===== src/rtl/game_flow_controller.sv =====
// Game flow sequencer: start/restart, life accounting, post-hit invulnerability window.
// Every output is registered and derived from the next-state values.
module game_flow_controller #(
  parameter int unsigned START_LIVES   = 3,
  parameter int unsigned INVULN_CYCLES = 25000000
) (
  input  logic       i_Clk,
  input  logic       i_Rst_L,
  input  logic       i_Start,
  input  logic       i_Collided,
  output logic [1:0] o_Lives,
  output logic [2:0] o_Lives_LED,
  output logic       o_Game_Active,
  output logic       o_Freeze,
  output logic       o_Lost_Life,
  output logic       o_Game_Over
);

  localparam int unsigned TIMER_W = $clog2(INVULN_CYCLES) + 1;
  localparam logic [1:0] LIVES_INIT = 2'(START_LIVES);
  localparam logic [TIMER_W-1:0] TIMER_LOAD = TIMER_W'(INVULN_CYCLES - 1);

  typedef enum logic [1:0] {
    IDLE = 2'd0,
    PLAY = 2'd1,
    HIT  = 2'd2,
    OVER = 2'd3
  } state_t;

  state_t               state_q, state_d;
  logic [1:0]           lives_q, lives_d;
  logic [TIMER_W-1:0]   timer_q, timer_d;
  logic                 start_prev_q;
  logic                 coll_prev_q;
  logic                 lost_d;
  logic                 start_edge;
  logic                 coll_edge;

  function automatic logic [2:0] therm(input logic [1:0] n);
    return {n == 2'd3, n >= 2'd2, n != 2'd0};
  endfunction

  // Next-state and life/timer update
  always_comb begin
    state_d    = state_q;
    lives_d    = lives_q;
    timer_d    = timer_q;
    lost_d     = 1'b0;
    start_edge = i_Start & ~start_prev_q;
    coll_edge  = i_Collided & ~coll_prev_q;

    case (state_q)
      IDLE, OVER: begin
        if (start_edge) begin
          state_d = PLAY;
          lives_d = LIVES_INIT;
        end
      end
      PLAY: begin
        if (coll_edge && (lives_q != 2'd0)) begin
          lives_d = lives_q - 2'd1;
          lost_d  = 1'b1;
          if (lives_q == 2'd1) begin
            state_d = OVER;
          end else begin
            state_d = HIT;
            timer_d = TIMER_LOAD;
          end
        end
      end
      HIT: begin
        if (timer_q == '0) begin
          state_d = PLAY;
        end else begin
          timer_d = timer_q - TIMER_W'(1);
        end
      end
      default: state_d = IDLE;
    endcase
  end

  // Start edge register resets high so a button held through reset cannot start a game
  always_ff @(posedge i_Clk or negedge i_Rst_L) begin
    if (!i_Rst_L) begin
      state_q       <= IDLE;
      lives_q       <= LIVES_INIT;
      timer_q       <= '0;
      start_prev_q  <= 1'b1;
      coll_prev_q   <= 1'b0;
      o_Lives       <= LIVES_INIT;
      o_Lives_LED   <= therm(LIVES_INIT);
      o_Game_Active <= 1'b0;
      o_Freeze      <= 1'b0;
      o_Lost_Life   <= 1'b0;
      o_Game_Over   <= 1'b0;
    end else begin
      state_q       <= state_d;
      lives_q       <= lives_d;
      timer_q       <= timer_d;
      start_prev_q  <= i_Start;
      coll_prev_q   <= i_Collided;
      o_Lives       <= lives_d;
      o_Lives_LED   <= therm(lives_d);
      o_Game_Active <= (state_d == PLAY) || (state_d == HIT);
      o_Freeze      <= (state_d == HIT);
      o_Lost_Life   <= lost_d;
      o_Game_Over   <= (state_d == OVER);
    end
  end

endmodule


===== config.mk =====
export PLATFORM = sky130hd
export DESIGN_NAME = game_flow_controller
export DESIGN_NICKNAME = d
export VERILOG_FILES = /design/src/rtl/game_flow_controller.sv
export SDC_FILE = /design/constraint.sdc
export NUM_CORES = 1
export LEC_CHECK = 0
export BUFFER_PORTS_ARGS = -buffer_cell sky130_fd_sc_hd__buf_2
export CAP_MARGIN = 20
export CORE_UTILIZATION = 30
export CTS_BUF_LIST = sky130_fd_sc_hd__clkbuf_2
export CTS_CLUSTER_SIZE = 20
export DETAILED_ROUTE_END_ITERATION = 8
export MAX_ROUTING_LAYER = met4
export SYNTH_ARGS = -nofsm -noshare
export SYNTH_HDL_FRONTEND = slang
export SYNTH_SLANG_ARGS = --single-unit
export TNS_END_PERCENT = 30

===== constraint.sdc =====
create_clock -name i_Clk -period 6.24 [get_ports i_Clk]
set_input_delay 0.624 -clock i_Clk [delete_from_list [all_inputs] [get_ports i_Clk]]
set_output_delay 0.624 -clock i_Clk [all_outputs]
set_load 0.1 [all_outputs]

==> metrics.md, run 1 <==
| Metric | Value |
|---|---|
| Outcome | complete, no violations |
| Setup Skew | 29.5 ps |
| Sequential-to-total area share from yosys stat | 45.4% |
| VDD IR max | 0.0000903 V |
| Max cap viols | 0 |
| Worst reg-to-reg setup slack | 3380 ps |
| Number of DRC markers in iteration 0 | 75 |
| Initial antenna violation count | 0 |
| Boundary Pins | 13 |
| Core area | 0.00687 mm² |
| CP max stage cell | dfstp_2 |
| Power Density | 161 mW/mm² |
| WS Path Type | reg -> reg |
| Fin. Hold Viols | 0 |
| Post-Syn Instances | 223 |
| Post-layout util | 34.3% |
| CP cell instances | inv_1 > ha_1 > nor4b_1 > mux2i_1 > buf_4 > a311o_1 > o21ai_0 > or3b_2 |
| Site row count | 30 |
| CP endpoint kind | register |
| Final min period | 2860 ps |
| Htree depth | 2 |
| Placed Cells | 323 |
| Setup TNS | 0 ps |
| GRT overflow | 0 |
| First-pass GRT wire length | 7580 µm |
| Worst flop-to-flop path endpoint | timer_q[22] |
| Routed len/inst | 13.8 µm |
| Die height | 86.9 µm |
| CTS root buf | clkbuf_2 |
| Antenna diodes | 0 |
| Drt first pass iters | 4 |
| Async set-reset flop share out of synthesis | 100% |
| Number of buffers inserted during clock tree synthesis | 5 |
| Met3 GRT Util | 2.56% |
| Netlist Area Pre-Place | 0.00216 mm² |
| Clock sinks | 39 |
| Routed Antenna Nets | 0 |
| Post-CTS sizing | 0 |
| CTS clk-pin slew, worst paths | 230 ps |
| CTS tree | built |
| Fmax | 349 MHz |
| Main synth FF type | dfrtp_1 |
| Initial core utilization | 31.5% |
| Final Wtd Congestion | 0.772 |
| DRC Markers | 0 |
| Routed vias/inst | 5.24 |
| DPL Wire Length | 3060 µm |
| Final WL | 4570 µm |
| Post-Layout Inst Area | 0.00235 mm² |
| IO Port Bufs | 12 |
| Vias | 1734 |
| Final Instance Count excl. Fillers | 331 |
| Hold_buf cts | 0 |
| RSZ-0062 raised after global routing | false |
| Die W | 86.9 µm |
| Req. time, crit path | 6540 ps |
| Clock latency on the worst-skew pair | 410 ps |
| CP Launch Type | register |
| Vias in the first global route | 1589 |
| Largest stage delay, worst path | 600 ps |
| Yosys reg bits | 39 |
| R2R cell count | 8 |
| Share of layout cells above drive strength 1 | 15.3% |
| M1 GR Usage | 17.7% |
| Largest net degree at the start of global routing | 40 |
| Synthesis-to-layout area growth | 8.73% |
| Syn Area/Cell | 9.71 µm² |
| Number of synthesized flops with an enable pin | 0 |
| Tightest Hold Check Type | in -> async |
| Reg2reg start | lives_q[0] |
| Gr busiest metal | met2 |
| Nets | 245 |
| Endpoints failing setup | 0 |
| GR Layer Usage met2 | 20.4% |
| Crit-path max FO | 18 |
| Worst-Margin Slew | 1000 ps |
| P_leak | 0.00115 µW |
| Slew headroom | 32.7% |
| Max-slew violations | 0 |
| Tot GR Track Use | 13.2% |
| Clock Tree Buf Depth | 2 |
| DIE AREA | 0.00756 mm² |
| Number of library cell types mapped by synthesis | 48 |
| Post-CTS Setup Bufs | 0 |
| Placed Area | 0.00231 mm² |
| Tcrit/Tclk final | 45.9% |
| Post-Syn Nets | 234 |
| Synth warn | 0 |
| Crit path arrival time | 3160 ps |
-- flip-flops by register name (all words and copies together) (netlist names) --
name	flops
start_prev_q	1
o_Game_Over	1
state_q	2
o_Game_Active	1
coll_prev_q	1
o_Freeze	1
timer_q	26
o_Lives_LED	3
o_Lost_Life	1
lives_q	2
-- through the flow --
| stage | hold WS [ps] | setup WS (ps) | power (µW) |
|---|---|---|---|
| 2_1_floorplan | 328 | 3330 | 259 |
| 3_3_place_gp | 520 | 3450 | 265 |
| 3_5_place_dp | 536 | 3420 | 266 |
| 4_1_cts | 293 | 3370 | 385 |
| 5_1_grt | 286 | 3110 | 394 |
| 6_report | 287 | 3380 | 379 |
-- worst max-delay path, delay by kind of cell (launching register included) --
family                   cells  cell delay, ps
AO/OA/AOI/OAI                2             570
adder cells (fa/ha/maj)      1             220
buffers and inverters        2             280
flip-flops                   1             600
multiplexers                 1             150
AND/OR/NAND/NOR              2             950
-- per-layer routing --
layer  routed length, µm  up-vias
met5                   0        -
met4                  48        0
met3                 103        7
met2                2090       22
met1                2330      847
li1                    -      858
-- power by group --
group	internal (µW)	total (µW)	leakage, µW	switching (µW)
sequential	254	255	0.000511	0.294
clock	28.6	118	0.0000290	89.3
combinational	0.939	6.32	0.000610	5.38
total	284	379	0.00115	94.9
-- synthesized netlist by cell type (all sizes together) (2+ instances only) --
library cell  instances  area [µm²]
o21ai                 9        45.0
dfrtp                33         826
nand3b                3        22.5
o31ai                 9        67.6
and2                  3        18.8
nand3                11        55.1
nand2                13        48.8
a21oi                 9        45.0
dfstp                 6         158
nor4                  7        58.8
clkbuf                6        22.5
and4                  5        43.8
o21a                  3        22.5
nand4b                3        26.3
nor2                 14        52.6
a31oi                 3        18.8
nor4b                 2        17.5
or3b                  3        26.3
a211oi                2        15.0
or2                   2        12.5
mux2i                 5        50.1
buf                   4        26.3
or3                   7        48.8
nor3                  9        45.0
o31a                  2        17.5
inv                  13        48.8
nand2b                4        25.0
or4                  12        93.8
a22oi                 2        15.0
ha                    7        87.6
-- cells in the final DEF (no fill, tap or decap), types with 2 or more instances in the layout --
cell type	instances
nand2b_1	4
and4_1	5
a22oi_1	2
a211oi_1	2
nand2_1	13
o31a_1	2
inv_1	13
nand3b_1	3
buf_4	2
o31ai_1	9
nor3_1	9
or4_1	11
clkbuf_2	6
nand4b_1	3
o21ai_0	6
nor4_1	6
and2_1	3
ha_1	7
o21ai_1	3
a31oi_1	3
nand3_1	11
mux2i_1	5
nor4b_1	2
dfrtp_1	33
or3b_2	3
o21a_1	3
a21oi_1	9
buf_2	12
nor2_1	14
or3_1	6
dfstp_2	6
-- worst max-delay path by stage --
stage	start	end	slack, ps	depth (start not counted)
after floorplan	lives_q[1]	timer_q[22]	3330	7
after global placement	lives_q[0]	timer_q[16]	3450	8
after detailed placement	lives_q[0]	timer_q[22]	3420	8
after CTS	lives_q[0]	timer_q[22]	3370	8
after global routing	lives_q[0]	timer_q[16]	3110	8
final	lives_q[0]	timer_q[22]	3380	8
-- cell families after synthesis --
| kind of cell | Yosys count | synth area share, % |
|---|---|---|
| and+or+nand+nor | 101 | 28.6 |
| AOI/OAI and AO/OA | 46 | 14.2 |
| DFF | 39 | 45.4 |
| buffers and inverters | 23 | 4.51 |
| adders and majority gates | 7 | 4.05 |
| muxes | 6 | 2.83 |
| xor gates and xnor gates | 1 | 0.405 |
-- final cells by class --
| type | instances | area (µm²) |
|---|---|---|
| clock buffers | 6 | 30.0 |
| clock inverters | 2 | 12.5 |
| fillers | 703 | 4520 |
| inverters | 13 | 48.8 |
| multi-input cells | 161 | 1080 |
| flip-flops and latches | 39 | 983 |
| well taps | 96 | 120 |
| repair buffers | 14 | 75.1 |
(Power assumes the default switching activity.)
==> run 2: changes to the inputs <==
- clock period: 6.24 -> 3 ns (I/O delays scaled with it)
==> metrics.md, run 2 (same netlist as run 1, synthesis figures left out) <==
| Metric | Value |
|---|---|
| Largest net degree at the start of global routing | 40 |
| Routed vias/inst | 5.27 |
| Boundary Pins | 13 |
| Final hold slack | -25.3 ps |
| DIE AREA | 0.00756 mm² |
| CTS root buf | clkbuf_2 |
| Htree depth | 2 |
| CTS clk-pin slew, worst paths | 210 ps |
| Max-slew violations | 0 |
| Power Density | 389 mW/mm² |
| Crit path arrival time | 2900 ps |
| DRC Markers | 0 |
| Core area | 0.00687 mm² |
| CP Launch Type | register |
| Int Power | 761 µW |
| Largest regs | timer_q: 26 flops, o_Lives_LED: 3 flops |
| Clock sinks | 39 |
| Tightest Hold Check Type | in -> async |
| Reg2reg start | lives_q[0] |
| Antenna diodes | 0 |
| Max reg flops | 26 |
| Vias in the first global route | 1710 |
| Initial core utilization | 31.5% |
| IO Port Bufs | 12 |
| DPL Wire Length | 3150 µm |
| R2R cell count | 7 |
| Setup Skew | 27.4 ps |
| Net Sw Frac | 20.2% |
| Final Wtd Congestion | 0.783 |
| RSZ-0062 raised after global routing | false |
| Gr busiest metal | met2 |
| P_leak | 0.00120 µW |
| Final WL | 4540 µm |
| Endpoints failing setup | 0 |
| Reg power frac | 55.6% |
| Vias | 1775 |
| M1 GR Usage | 18.1% |
| Most frequent cells in the layout | dfrtp_1 (33), nor2_1 (14), inv_1 (13), nand2_1 (13), buf_2 (12) |
| Final WS setup | 381 ps |
| Worst flop-to-flop path endpoint | timer_q[16] |
| Number of buffers inserted during clock tree synthesis | 5 |
| Fmax | 382 MHz |
| Die W | 86.9 µm |
| Post-place setup slack | 409 ps |
| Initial antenna violation count | 0 |
| Largest Register | timer_q |
| Logic pwr share | 1.6% |
| CTS tree | built |
| Failing checks | hold timing |
| CP endpoint kind | register |
| Max cap viols | 0 |
| WS Path Type | reg -> reg |
| Site row count | 30 |
| Setup TNS | 0 ps |
| Drt first pass iters | 4 |
| Clock latency on the worst-skew pair | 410 ps |
| Commonest non-fill, non-tap cell in the layout | dfrtp_1 |
| Slew headroom | 41.4% |
| Final Instance Count excl. Fillers | 337 |
| GRT overflow | 0 |
| Req. time, crit path | 3280 ps |
| Psw | 192 µW |
| First-pass GRT wire length | 7990 µm |
| Die height | 86.9 µm |
| Number of DRC markers in iteration 0 | 79 |
| Fin. Hold Viols | 25 |
| Crit-path max FO | 8 |
| Worst reg-to-reg setup slack | 380 ps |
| Outcome | finished, violations left |
| Routed Antenna Nets | 0 |
| Nets | 251 |
| Clock Tree Buf Depth | 2 |
| Tot GR Track Use | 13.6% |
| Final min period | 2620 ps |
| Tcrit/Tclk final | 87.3% |
| Clock power frac | 42.9% |
| Routed len/inst | 13.5 µm |
| Synthesis-to-layout area growth | 13.2% |
| Share of layout cells above drive strength 1 | 16.6% |
| Met3 GRT Util | 2.94% |
| VDD IR max | 0.000194 V |
| GR Layer Usage met2 | 21.1% |
| Worst-Margin Slew | 879 ps |
| Placed Cells | 327 |
[run 2: worst max path at each step]
stage / slack (ps) / depth (start not counted) / end / startpoint
floorplan: 90 / 7 / timer_q[22] / lives_q[1]
CTS: 340 / 7 / timer_q[16] / lives_q[0]
finish: 380 / 7 / timer_q[16] / lives_q[0]
global placement: 440 / 7 / o_Game_Active / timer_q[16]
detailed placement: 410 / 7 / timer_q[22] / lives_q[0]
global route: 180 / 7 / timer_q[15] / lives_q[0]
[run 2: layer usage]
metal,up-vias,wire [µm],part of all wire (%)
met3,5,130,2.9
met5,-,0,0
met4,0,53,1.2
li1,874,-,-
met1,877,2360,52
met2,19,2000,44
[run 2: worst max-delay path: stages, from the launching register on]
cell	delay [ps]
dfstp_2	610
inv_1	50
ha_1	210
nor4b_1	450
mux2i_1	170
a311o_1	390
o21ai_0	170
or3b_2	440
[run 2: metrics by stage]
| stage | hold slack (ps) | power (µW) | utilization, % | cell area [µm²] |
|---|---|---|---|---|
| 4_1_cts | 0.416 | 967 | 35.5 | 2440 |
| 3_5_place_dp | 424 | 552 | 34.1 | 2340 |
| 3_3_place_gp | 419 | 552 | 34.1 | 2340 |
| 6_report | -25.3 | 953 | 35.7 | 2450 |
| 5_1_grt | 21.8 | 988 | 35.7 | 2450 |
| 2_1_floorplan | 4.41 | 539 | - | 2160 |
[run 2: area by class of cell]
class | instances | area, µm²
Fill cell | 704 | 4420
Multi-Input combinational cell | 161 | 1080
Sequential cell | 39 | 983
Timing Repair Buffer | 20 | 125
Tap cell | 96 | 120
Clock inverter | 2 | 60.1
Inverter | 13 | 48.8
Clock buffer | 6 | 30.0
[run 2: timing repair]
item	4_1_cts	5_1_grt
gates resized for setup	0	0
endpoints found under the hold margin	1	1
hold buffers	1	1
setup buffers	0	0
[run 2: power groups by stage]
stage	clock [µW]	combinational [µW]	sequential [µW]
4_1_cts	422	15.3	530
2_1_floorplan	0	0.566	538
3_3_place_gp	0	14.1	538
3_5_place_dp	0	14.3	538
5_1_grt	440	18.2	530
6_report	408	15.0	529
==> run 3: changes to the inputs <==
- PLACE_DENSITY_LB_ADDON: default -> 0.08
==> metrics.md, run 3 (same netlist as run 1, synthesis figures left out) <==
| Metric | Value |
|---|---|
| Reg power frac | 61.7% |
| DPL Wire Length | 3390 µm |
| Final Wtd Congestion | 0.748 |
| P_leak | 0.00119 µW |
| Die height | 86.9 µm |
| Vias | 1755 |
| Max reg flops | 26 |
| Logic pwr share | 1.8% |
| Net Sw Frac | 22.0% |
| Site row count | 30 |
| RSZ-0062 raised after global routing | false |
| Outcome | complete, no violations |
| CTS root buf | clkbuf_2 |
| Clock latency on the worst-skew pair | 390 ps |
| Tcrit/Tclk final | 89.6% |
| Nets | 251 |
| Setup Skew | 17.9 ps |
| Largest Register | timer_q |
| Die W | 86.9 µm |
| Max cap viols | 0 |
| Share of layout cells above drive strength 1 | 16.2% |
| Fmax | 372 MHz |
| Routed Antenna Nets | 0 |
| Psw | 189 µW |
| Largest regs | timer_q: 26 flops, o_Lives_LED: 3 flops |
| Largest net degree at the start of global routing | 40 |
| Int Power | 670 µW |
| Most frequent cells in the layout | dfrtp_1 (33), nor2_1 (14), inv_1 (13), nand2_1 (13), buf_2 (12) |
| Antenna diodes | 0 |
| Post-CTS Setup Bufs | 0 |
| # fillers | 717 |
| Final min period | 2690 ps |
| Power Density | 354 mW/mm² |
| Multi-input logic area | 0.00108 mm² |
| Total Power | 858 µW |
| Drt first pass iters | 4 |
| Number of DRC markers in iteration 0 | 140 |
| Req. time, crit path | 3290 ps |
| WS Path Type | reg -> reg |
| DRC Markers | 0 |
| Clock power frac | 36.5% |
| Commonest non-fill, non-tap cell in the layout | dfrtp_1 |
| Setup TNS | 0 ps |
| Endpoints failing setup | 0 |
| CP endpoint kind | register |
| Max-slew violations | 0 |
| Htree depth | 2 |
| Tightest Hold Check Type | in -> async |
| Routed len/inst | 14.8 µm |
| Vias in the first global route | 1685 |
| Synthesis-to-layout area growth | 12.0% |
| CTS tree | built |
| Fin. Hold Viols | 0 |
| Worst-Margin Slew | 913 ps |
| Boundary Pins | 13 |
| DIE AREA | 0.00756 mm² |
| VDD IR max | 0.000182 V |
| Number of buffers inserted during clock tree synthesis | 5 |
| CTS clk-pin slew, worst paths | 210 ps |
| Initial antenna violation count | 0 |
| Routed vias/inst | 5.21 |
| Register area | 983 µm² |
| Clock sinks | 39 |
| Initial core utilization | 31.5% |
| Final WL | 4980 µm |
| GRT overflow | 0 |
| Clock Tree Buf Depth | 2 |
| IO Port Bufs | 12 |
| Core area | 0.00687 mm² |
| Tot GR Track Use | 15.0% |
| Crit-path max FO | 8 |
| Crit path arrival time | 2970 ps |
| First-pass GRT wire length | 8460 µm |
| CP Launch Type | register |
| Slew headroom | 39.1% |
## run 3: cell count changes in the layout (fill, tap and decap cells not counted), sizes merged
cell,change
clkinv,+2
bufinv,-1
clkbuf,-1
## run 3: layout make-up
class,count,area share [%]
inverters,13,2.01
flip-flops and latches,39,40.6
clock buffers,5,1.03
well taps,96,4.95
multi-input cells,161,44.7
clock inverters,3,1.60
repair buffers,20,5.16
## run 3: path summary, 6_finish.rpt
path / slack, ps / from / cells past startpoint / end
worst max-delay path: 310 / lives_q[0] / 7 / timer_q[16]
worst min-delay path: 7 / i_Rst_L / 1 / coll_prev_q
worst max register to register: 310 / lives_q[0] / 7 / timer_q[16]
worst min register to register: 580 / timer_q[23] / 2 / timer_q[23]
max in group asynchronous: 2430 / i_Rst_L / 1 / state_q[0]
min in group i_Clk: 560 / i_Start / 2 / start_prev_q
## run 3: repair_timing
item | CTS | global route
hold buffers | 2 | 0
endpoints found under the hold margin | 2 | 0
setup endpoints to repair | 0 | 0
resized for setup | 0 | 0
## run 3: power groups by stage
stage	combinational (µW)	sequential [µW]	clock (µW)
final	15.5	529	313
after global routing	18.4	530	347
after CTS	16.6	529	332
after detailed placement	14.6	538	0
after global placement	14.7	538	0
after floorplan	0.566	538	0
## run 3: metal layers
metal / share of wire (%) / track usage, % / up-vias
met5: 0 / - / -
met4: 1.2 / 4.85 / 0
met3: 2.9 / 2.94 / 9
met2: 44 / 21.8 / 27
met1: 52 / 20.8 / 848
li1: - / - / 871
## run 3: metrics by stage
stage	worst slack [ps]	instances	utilization [%]	area, µm²	hold slack [ps]
after global placement	397	327	34.1	2340	419
after detailed placement	346	327	34.1	2340	420
after floorplan	89.2	223	-	2160	4.41
final	312	337	35.3	2420	7.23
after CTS	285	337	35.3	2420	14.4
after global routing	124	337	35.3	2420	46.5
## run 3: critical path: stages, from the launching register on
cell,delay (ps)
dfstp_2,610
inv_1,50
ha_1,210
nor4b_1,500
mux2i_1,180
a311o_1,400
o21ai_0,180
or3b_2,450
